<file path="config.mk">
export PLATFORM = sky130hd
export DESIGN_NAME = est_sync_entrada_seq_flat
export DESIGN_NICKNAME = d
export VERILOG_FILES = /design/src/rtl/est_sync_entrada_seq_pkg.sv /design/src/rtl/est_sync_entrada_seq_if.sv /design/src/rtl/est_sync_ack.sv /design/src/rtl/est_sync_entrada_seq.sv /design/src/flat_wrapper.sv
export SDC_FILE = /design/constraint.sdc
export NUM_CORES = 1
export LEC_CHECK = 0
export ABC_AREA = 1
export CORE_MARGIN = 3
export CORE_UTILIZATION = 48
export CTS_CLUSTER_DIAMETER = 40
export DETAILED_ROUTE_END_ITERATION = 10
export HOLD_SLACK_MARGIN = 0.15
export MAX_ROUTING_LAYER = met4
export PLACE_DENSITY = 0.76
export SLEW_MARGIN = 10
export SYNTH_ARGS = -nofsm -noshare
export SYNTH_HDL_FRONTEND = slang
export SYNTH_SLANG_ARGS = --single-unit
</file>
<file path="constraint.sdc">
create_clock -name clk -period 1.4 [get_ports clk]
set_input_delay 0.28 -clock clk [delete_from_list [all_inputs] [get_ports clk]]
set_output_delay 0.28 -clock clk [all_outputs]
set_load 0.01 [all_outputs]
</file>
<file path="src/rtl/est_sync_entrada_seq_pkg.sv">
// Shared definitions for the clocked token source and its ack synchroniser.
//   state_e    : FSM state encoding (3 bits).
//   idx_width  : index width helper, clog2(count) with a minimum of 1.
package est_pkg;

  typedef enum logic [2:0] {
    StIdle  = 3'd0,
    StSetup = 3'd1,
    StReq   = 3'd2,
    StRtz   = 3'd3,
    StDone  = 3'd4
  } state_e;

  function automatic int unsigned idx_width(input int unsigned count);
    return (count <= 2) ? 1 : $clog2(count);
  endfunction

endpackage

</file>
<file path="src/rtl/est_sync_entrada_seq_if.sv">
// Handshake/bus bundle between the token source and the first async stage.
//   en       : start/continue request (level)
//   ack_next : acknowledge from the downstream self-timed stage
//   req_out  : four-phase request
//   data_out : bundled data, stable while req_out=1
//   idx      : index of the token on data_out
//   done     : sequence complete
interface est_sync_entrada_seq_if #(
  parameter int unsigned WIDTH = 8,
  parameter int unsigned IDX_W = 2
);
  logic             en;
  logic             ack_next;
  logic             req_out;
  logic [WIDTH-1:0] data_out;
  logic [IDX_W-1:0] idx;
  logic             done;

  // master: the token source; slave: its environment (downstream + control)
  modport master (input en, input ack_next, output req_out, output data_out, output idx,
                  output done);
  modport slave  (output en, output ack_next, input req_out, input data_out, input idx,
                  input done);
endinterface

</file>
<file path="src/rtl/est_sync_ack.sv">
// Depth-flop synchroniser for an acknowledge arriving from a self-timed domain.
//   clk_i   : destination clock
//   rst_ni  : asynchronous active-low clear of every stage
//   ack_i   : asynchronous acknowledge
//   ack_s_o : synchronised acknowledge
module est_sync_ack #(
  parameter int unsigned Depth = 2
) (
  input  logic clk_i,
  input  logic rst_ni,
  input  logic ack_i,
  output logic ack_s_o
);

  logic [Depth-1:0] sync_q;

  always_ff @(posedge clk_i or negedge rst_ni) begin
    if (!rst_ni) begin
      sync_q <= '0;
    end else begin
      sync_q <= {sync_q[Depth-2:0], ack_i};
    end
  end

  assign ack_s_o = sync_q[Depth-1];

endmodule

</file>
<file path="src/rtl/est_sync_entrada_seq.sv">
// Clocked token source heading the asynchronous pipeline. Emits the arithmetic
// sequence START + idx*STEP (mod 2^WIDTH) over a four-phase bundled-data handshake,
// either once (COUNT tokens, then done) or looping forever.
//   clk    : clock, all state on its rising edge
//   rst_n  : asynchronous active-low reset
//   seq_io : master side of the handshake bundle (en, ack_next in; req_out,
//            data_out, idx, done out; all outputs registered)
module est_sync_entrada_seq
  import est_pkg::*;
#(
  parameter int unsigned WIDTH    = 8,
  parameter int unsigned START    = 'h56,
  parameter int unsigned STEP     = 1,
  parameter int unsigned COUNT    = 4,
  parameter int unsigned LOOP     = 0,
  parameter int unsigned ACK_SYNC = 2
) (
  input  logic                   clk,
  input  logic                   rst_n,
  est_sync_entrada_seq_if.master seq_io
);

  localparam int unsigned      IdxW   = idx_width(COUNT);
  localparam logic [WIDTH-1:0] StartW = WIDTH'(START);
  localparam logic [WIDTH-1:0] StepW  = WIDTH'(STEP);
  localparam logic [IdxW-1:0]  IdxMax = IdxW'(COUNT - 1);

  state_e           state_q;
  logic             req_q;
  logic [WIDTH-1:0] data_q;
  logic [IdxW-1:0]  idx_q;
  logic             done_q;

  logic             ack_s;
  logic             idx_last;
  logic [IdxW-1:0]  idx_nxt;
  logic [WIDTH-1:0] tok_nxt;

  est_sync_ack #(
    .Depth (ACK_SYNC)
  ) u_sync_ack (
    .clk_i   (clk),
    .rst_ni  (rst_n),
    .ack_i   (seq_io.ack_next),
    .ack_s_o (ack_s)
  );

  assign idx_last = (idx_q == IdxMax);
  assign idx_nxt  = idx_last ? '0 : idx_q + IdxW'(1);
  assign tok_nxt  = StartW + WIDTH'(idx_nxt) * StepW;

  always_ff @(posedge clk or negedge rst_n) begin
    if (!rst_n) begin
      state_q <= StIdle;
      req_q   <= 1'b0;
      data_q  <= '0;
      idx_q   <= '0;
      done_q  <= 1'b0;
    end else begin
      unique case (state_q)
        StIdle: begin
          if (seq_io.en) begin
            idx_q   <= '0;
            data_q  <= StartW;
            state_q <= StSetup;
          end
        end
        // Wait for the previous handshake's ack to be fully low before requesting.
        StSetup: begin
          if (!ack_s) begin
            req_q   <= 1'b1;
            state_q <= StReq;
          end
        end
        StReq: begin
          if (ack_s) begin
            req_q   <= 1'b0;
            state_q <= StRtz;
          end
        end
        // en is only sampled once the return-to-zero phase has completed.
        StRtz: begin
          if (!ack_s) begin
            if (!seq_io.en) begin
              idx_q   <= '0;
              state_q <= StIdle;
            end else if (idx_last && (LOOP == 0)) begin
              done_q  <= 1'b1;
              state_q <= StDone;
            end else begin
              idx_q   <= idx_nxt;
              data_q  <= tok_nxt;
              state_q <= StSetup;
            end
          end
        end
        StDone: begin
          if (!seq_io.en) begin
            done_q  <= 1'b0;
            state_q <= StIdle;
          end
        end
        default: begin
          req_q   <= 1'b0;
          done_q  <= 1'b0;
          state_q <= StIdle;
        end
      endcase
    end
  end

  assign seq_io.req_out  = req_q;
  assign seq_io.data_out = data_q;
  assign seq_io.idx      = idx_q;
  assign seq_io.done     = done_q;

endmodule

</file>
<file path="src/flat_wrapper.sv">
// flat-port wrapper written by rule: the top's interface ports become plain ports
module est_sync_entrada_seq_flat import est_pkg::*;
#(
  parameter int unsigned WIDTH    = 8,
  parameter int unsigned START    = 'h56,
  parameter int unsigned STEP     = 1,
  parameter int unsigned COUNT    = 4,
  parameter int unsigned LOOP     = 0,
  parameter int unsigned ACK_SYNC = 2
)
  (clk, rst_n, seq_io_en, seq_io_ack_next, seq_io_req_out, seq_io_data_out, seq_io_idx, seq_io_done);
  est_sync_entrada_seq_if #(.WIDTH(WIDTH), .IDX_W(2)) seq_io_i ();
  input  logic clk;
  input  logic rst_n;
  input wire logic [$bits(seq_io_i.en)-1:0] seq_io_en;
  input wire logic [$bits(seq_io_i.ack_next)-1:0] seq_io_ack_next;
  output wire logic [$bits(seq_io_i.req_out)-1:0] seq_io_req_out;
  output wire logic [$bits(seq_io_i.data_out)-1:0] seq_io_data_out;
  output wire logic [$bits(seq_io_i.idx)-1:0] seq_io_idx;
  output wire logic [$bits(seq_io_i.done)-1:0] seq_io_done;
  assign seq_io_i.en = seq_io_en;
  assign seq_io_i.ack_next = seq_io_ack_next;
  assign seq_io_req_out = seq_io_i.req_out;
  assign seq_io_data_out = seq_io_i.data_out;
  assign seq_io_idx = seq_io_i.idx;
  assign seq_io_done = seq_io_i.done;
  est_sync_entrada_seq #(.WIDTH(WIDTH), .START(START), .STEP(STEP), .COUNT(COUNT), .LOOP(LOOP), .ACK_SYNC(ACK_SYNC)) u_core (.clk(clk), .rst_n(rst_n), .seq_io(seq_io_i));
endmodule
</file>
==> results.md <==
* Status: completed
* Max-slew violations at 0
* Crit end category: register
* Largest family of logic cells by synthesized area: simple AND/OR/NAND/NOR gates
* Warnings from Yosys at 0
* Final ANT Viol Nets at 0
* CTS tree: done
* Synth top area share at about 44%
* WS Path Type: reg -> reg
* Most common cell in the netlist: nand2_1
* Via/cell ratio at between 5 and 6
* GP Congestion at around 0.84
* Cell row count at 13
* Initial antenna violation count at 0
* CP Cell Sequence: inv_4 > nand3_2 > nand2_2 > o21ai_1 > o21ai_0 > nand2_1
* DRC at 0
* Setup Skew at between 7 and 8 ps
* Synth area leader: dfrtp_1
* Synth Cell Area at 744 um^2
* Max_cap viols at 0
* Share of layout cells above drive strength 1 at 21.8%
* Worst EP arrival at about 1400 ps
* Effective utilization at floorplan at 53.8%
* Max Freq at a little under 800 MHz
* Share of flip-flops with an asynchronous set or reset at 100%
* Mux share of post-synthesis cell area at 0%
* Vias in the first global route at between 500 and 600
* Fin crit period at ~1300 ps
* Clk pin slew, worst setup/hold paths at 90 ps
* Simple-gate portion of the synthesized area at 40.2%
* IO Pins at 16
* Final Power at ~1800 uW
* Pin count of the biggest net entering global routing at 14
* CP Buf/Inv Count at 1
* WL final at 1.40 mm
* Die height at between 40 and 50 um
* Area added between synthesis and finish at 20.0%
* Compound-Gate Fraction of Synth Area at a little under 4%
* FILL cells at about 140
* Setup Fix Bufs, Post-CTS at 0
* Post-synth top cells: nand2_1 (27), dfrtp_1 (13), nor2_1 (8), nand2_2 (7), nand3_1 (7)
* Initial drt markers at 24
* XOR/XNOR Fraction of Synth Area at 0%
* CP Max Fanout at 8
* Drt wl/cell at 11.2 um
* Sequential share of the synthesized area at 43.7%
* Drt pass-1 iters at 4
* Grt total ovfl at 0
* CP Launch Type: register
* First-pass GRT wire length at 2.39 mm
* FF/Latch Area at 327 um^2
* Clk_lat worst skew at approximately 280 ps
* Root Buffer: clkbuf_4
* Die area at just over 2000 um^2
* Hold Path Class: in -> async
* Final Setup Violations at 0
* Worst path required time at between 1500 and 2000 ps
* Final hold vios at 0
* Core area at 1380 um^2
* Placed Cells at ~120
* P_leak at just under 0.0005 uW
* Critical path's slowest cell: dfrtp_1
* Max VDD drop at approximately 1 mV
* Main synth FF type: dfrtp_1
* Number of distinct library cells after synthesis at 20
* Synthesized-area fraction occupied by adder cells at under 10%
* Final #Nets at ~120
* Final std cells w/o fill at 125
* Top Family by Delay on Critical Path: flip-flops
* Count of mapped cells out of synthesis at 95
* Number of H-tree levels at 1
* Ant. Diodes at 0
* CTS Sinks at 13
* Post-Syn Area per Cell at just under 8 um^2
* Die width at approximately 45 um
* Global Route Usage Sum at 16.9%
* Final worst-path cycle share at 91.3%
* Area of the multi-input gates at around 350 um^2
* Max Buffers Root-to-Sink at 2
* Area contributors post-synth: dfrtp_1 (44%), nand2_1 (14%), nand2_2 (5.9%)
* #FFs+latches synth at 13
* Number of synthesized flops with an enable pin at 0
* DR vias at around 630
* DP HPWL at around 1.1 mm
* I/O Buffers at 13
* Total CTS buffers at 3
* Cell area power density at 2010 nW/um^2
* Max stage delay on crit path at ~450 ps
==> cell usage in the layout (no fill, tap or decap), types with 2 or more instances in the layout <==
master	count
buf_4	2
clkbuf_4	3
clkdlybuf4s50_1	3
conb_1	2
dfrtp_1	12
dlygate4sd2_1	10
inv_1	6
inv_2	2
nand2_1	27
nand2_2	7
nand3_1	7
nand3_2	2
nand3b_1	2
nand4_1	2
nor2_1	8
nor2_2	3
nor2_4	2
o21ai_0	3
==> final timing paths <==
check / from / end / slack, ps / depth (start not counted)
worst max register to register: u_core.state_q[2]$_DFFE_PN0P_ / u_core.seq_io.idx[1]$_DFFE_PN0P_ / 120 / 6
worst min-delay path: rst_n / u_core.seq_io.req_out$_DFFE_PN0P_ / 300 / 2
worst max-delay path: u_core.state_q[2]$_DFFE_PN0P_ / u_core.seq_io.idx[1]$_DFFE_PN0P_ / 120 / 6
worst min register to register: u_core.u_sync_ack.sync_q[0]$_DFF_PN0_ / u_core.u_sync_ack.sync_q[1]$_DFF_PN0_ / 370 / 0
min in group clk: u_core.u_sync_ack.sync_q[0]$_DFF_PN0_ / u_core.u_sync_ack.sync_q[1]$_DFF_PN0_ / 370 / 0
max in group asynchronous: rst_n / u_core.state_q[0]$_DFFE_PN0P_ / 920 / 2
==> routing by layer <==
layer  GRT usage [%]  vias to the layer above  share of wire (%)
li1                -                      324                  -
met1            23.1                      277                 50
met2            23.4                       20                 42
met3            3.56                        5                5.0
met4            8.77                        0                1.9
met5               -                        -                  0
==> state kept, by name (all words and copies together) (netlist names) <==
name                      count
u_core.seq_io.idx             2
u_core.seq_io.done            1
u_core.u_sync_ack.sync_q      2
u_core.seq_io.data_out        4
u_core.state_q                3
u_core.seq_io.req_out         1
==> power breakdown <==
| group | internal (uW) | switching [uW] | leakage [uW] |
|---|---|---|---|
| Combinational | 373 | 584 | 0.000311 |
| Sequential | 484 | 119 | 0.000161 |
| Clock | 110 | 128 | 0.0000150 |
==> layout make-up <==
cell class                 instances  area share, %
timing repair buffer              15           14.8
clock buffer                       4           2.94
tap                               15           2.10
multi-input combinational         69           39.5
sequential                        13           36.6
inverter                           9           4.06
==> timing repair <==
action	CTS	global route
endpoints found under the setup margin	10	7
hold buffers	0	0
cloned	0	0
gates resized for setup	10	3
==> stage by stage <==
stage | setup WS (ps) | hold WS, ps | TNS, ps | util [%] | area, um^2
after floorplan | 215 | -15.6 | 0 | - | 748
after global placement | -44.2 | 333 | -172 | 63.0 | 871
after detailed placement | -91.9 | 346 | -367 | 63.0 | 871
after CTS | 74.5 | 313 | 0 | 64.0 | 885
after global routing | -4.83 | 313 | -8.75 | 64.6 | 893
final | 122 | 299 | 0 | 64.6 | 893
==> cells by family after synthesis <==
group                    count (synthesis)
adder cells (fa/ha/maj)                  1
other                                    1
buffers and inverters                   14
AO/OA/AOI/OAI                            5
AND/OR/NAND/NOR                         61
flip-flops                              13
==> worst register-to-register path: stages (launching register included) <==
cell     delay (ps)
dfrtp_1         450
inv_4           130
nand3_2         140
nand2_2         120
o21ai_1          70
o21ai_0         180
nand2_1          80
(Power assumes the default switching activity.)
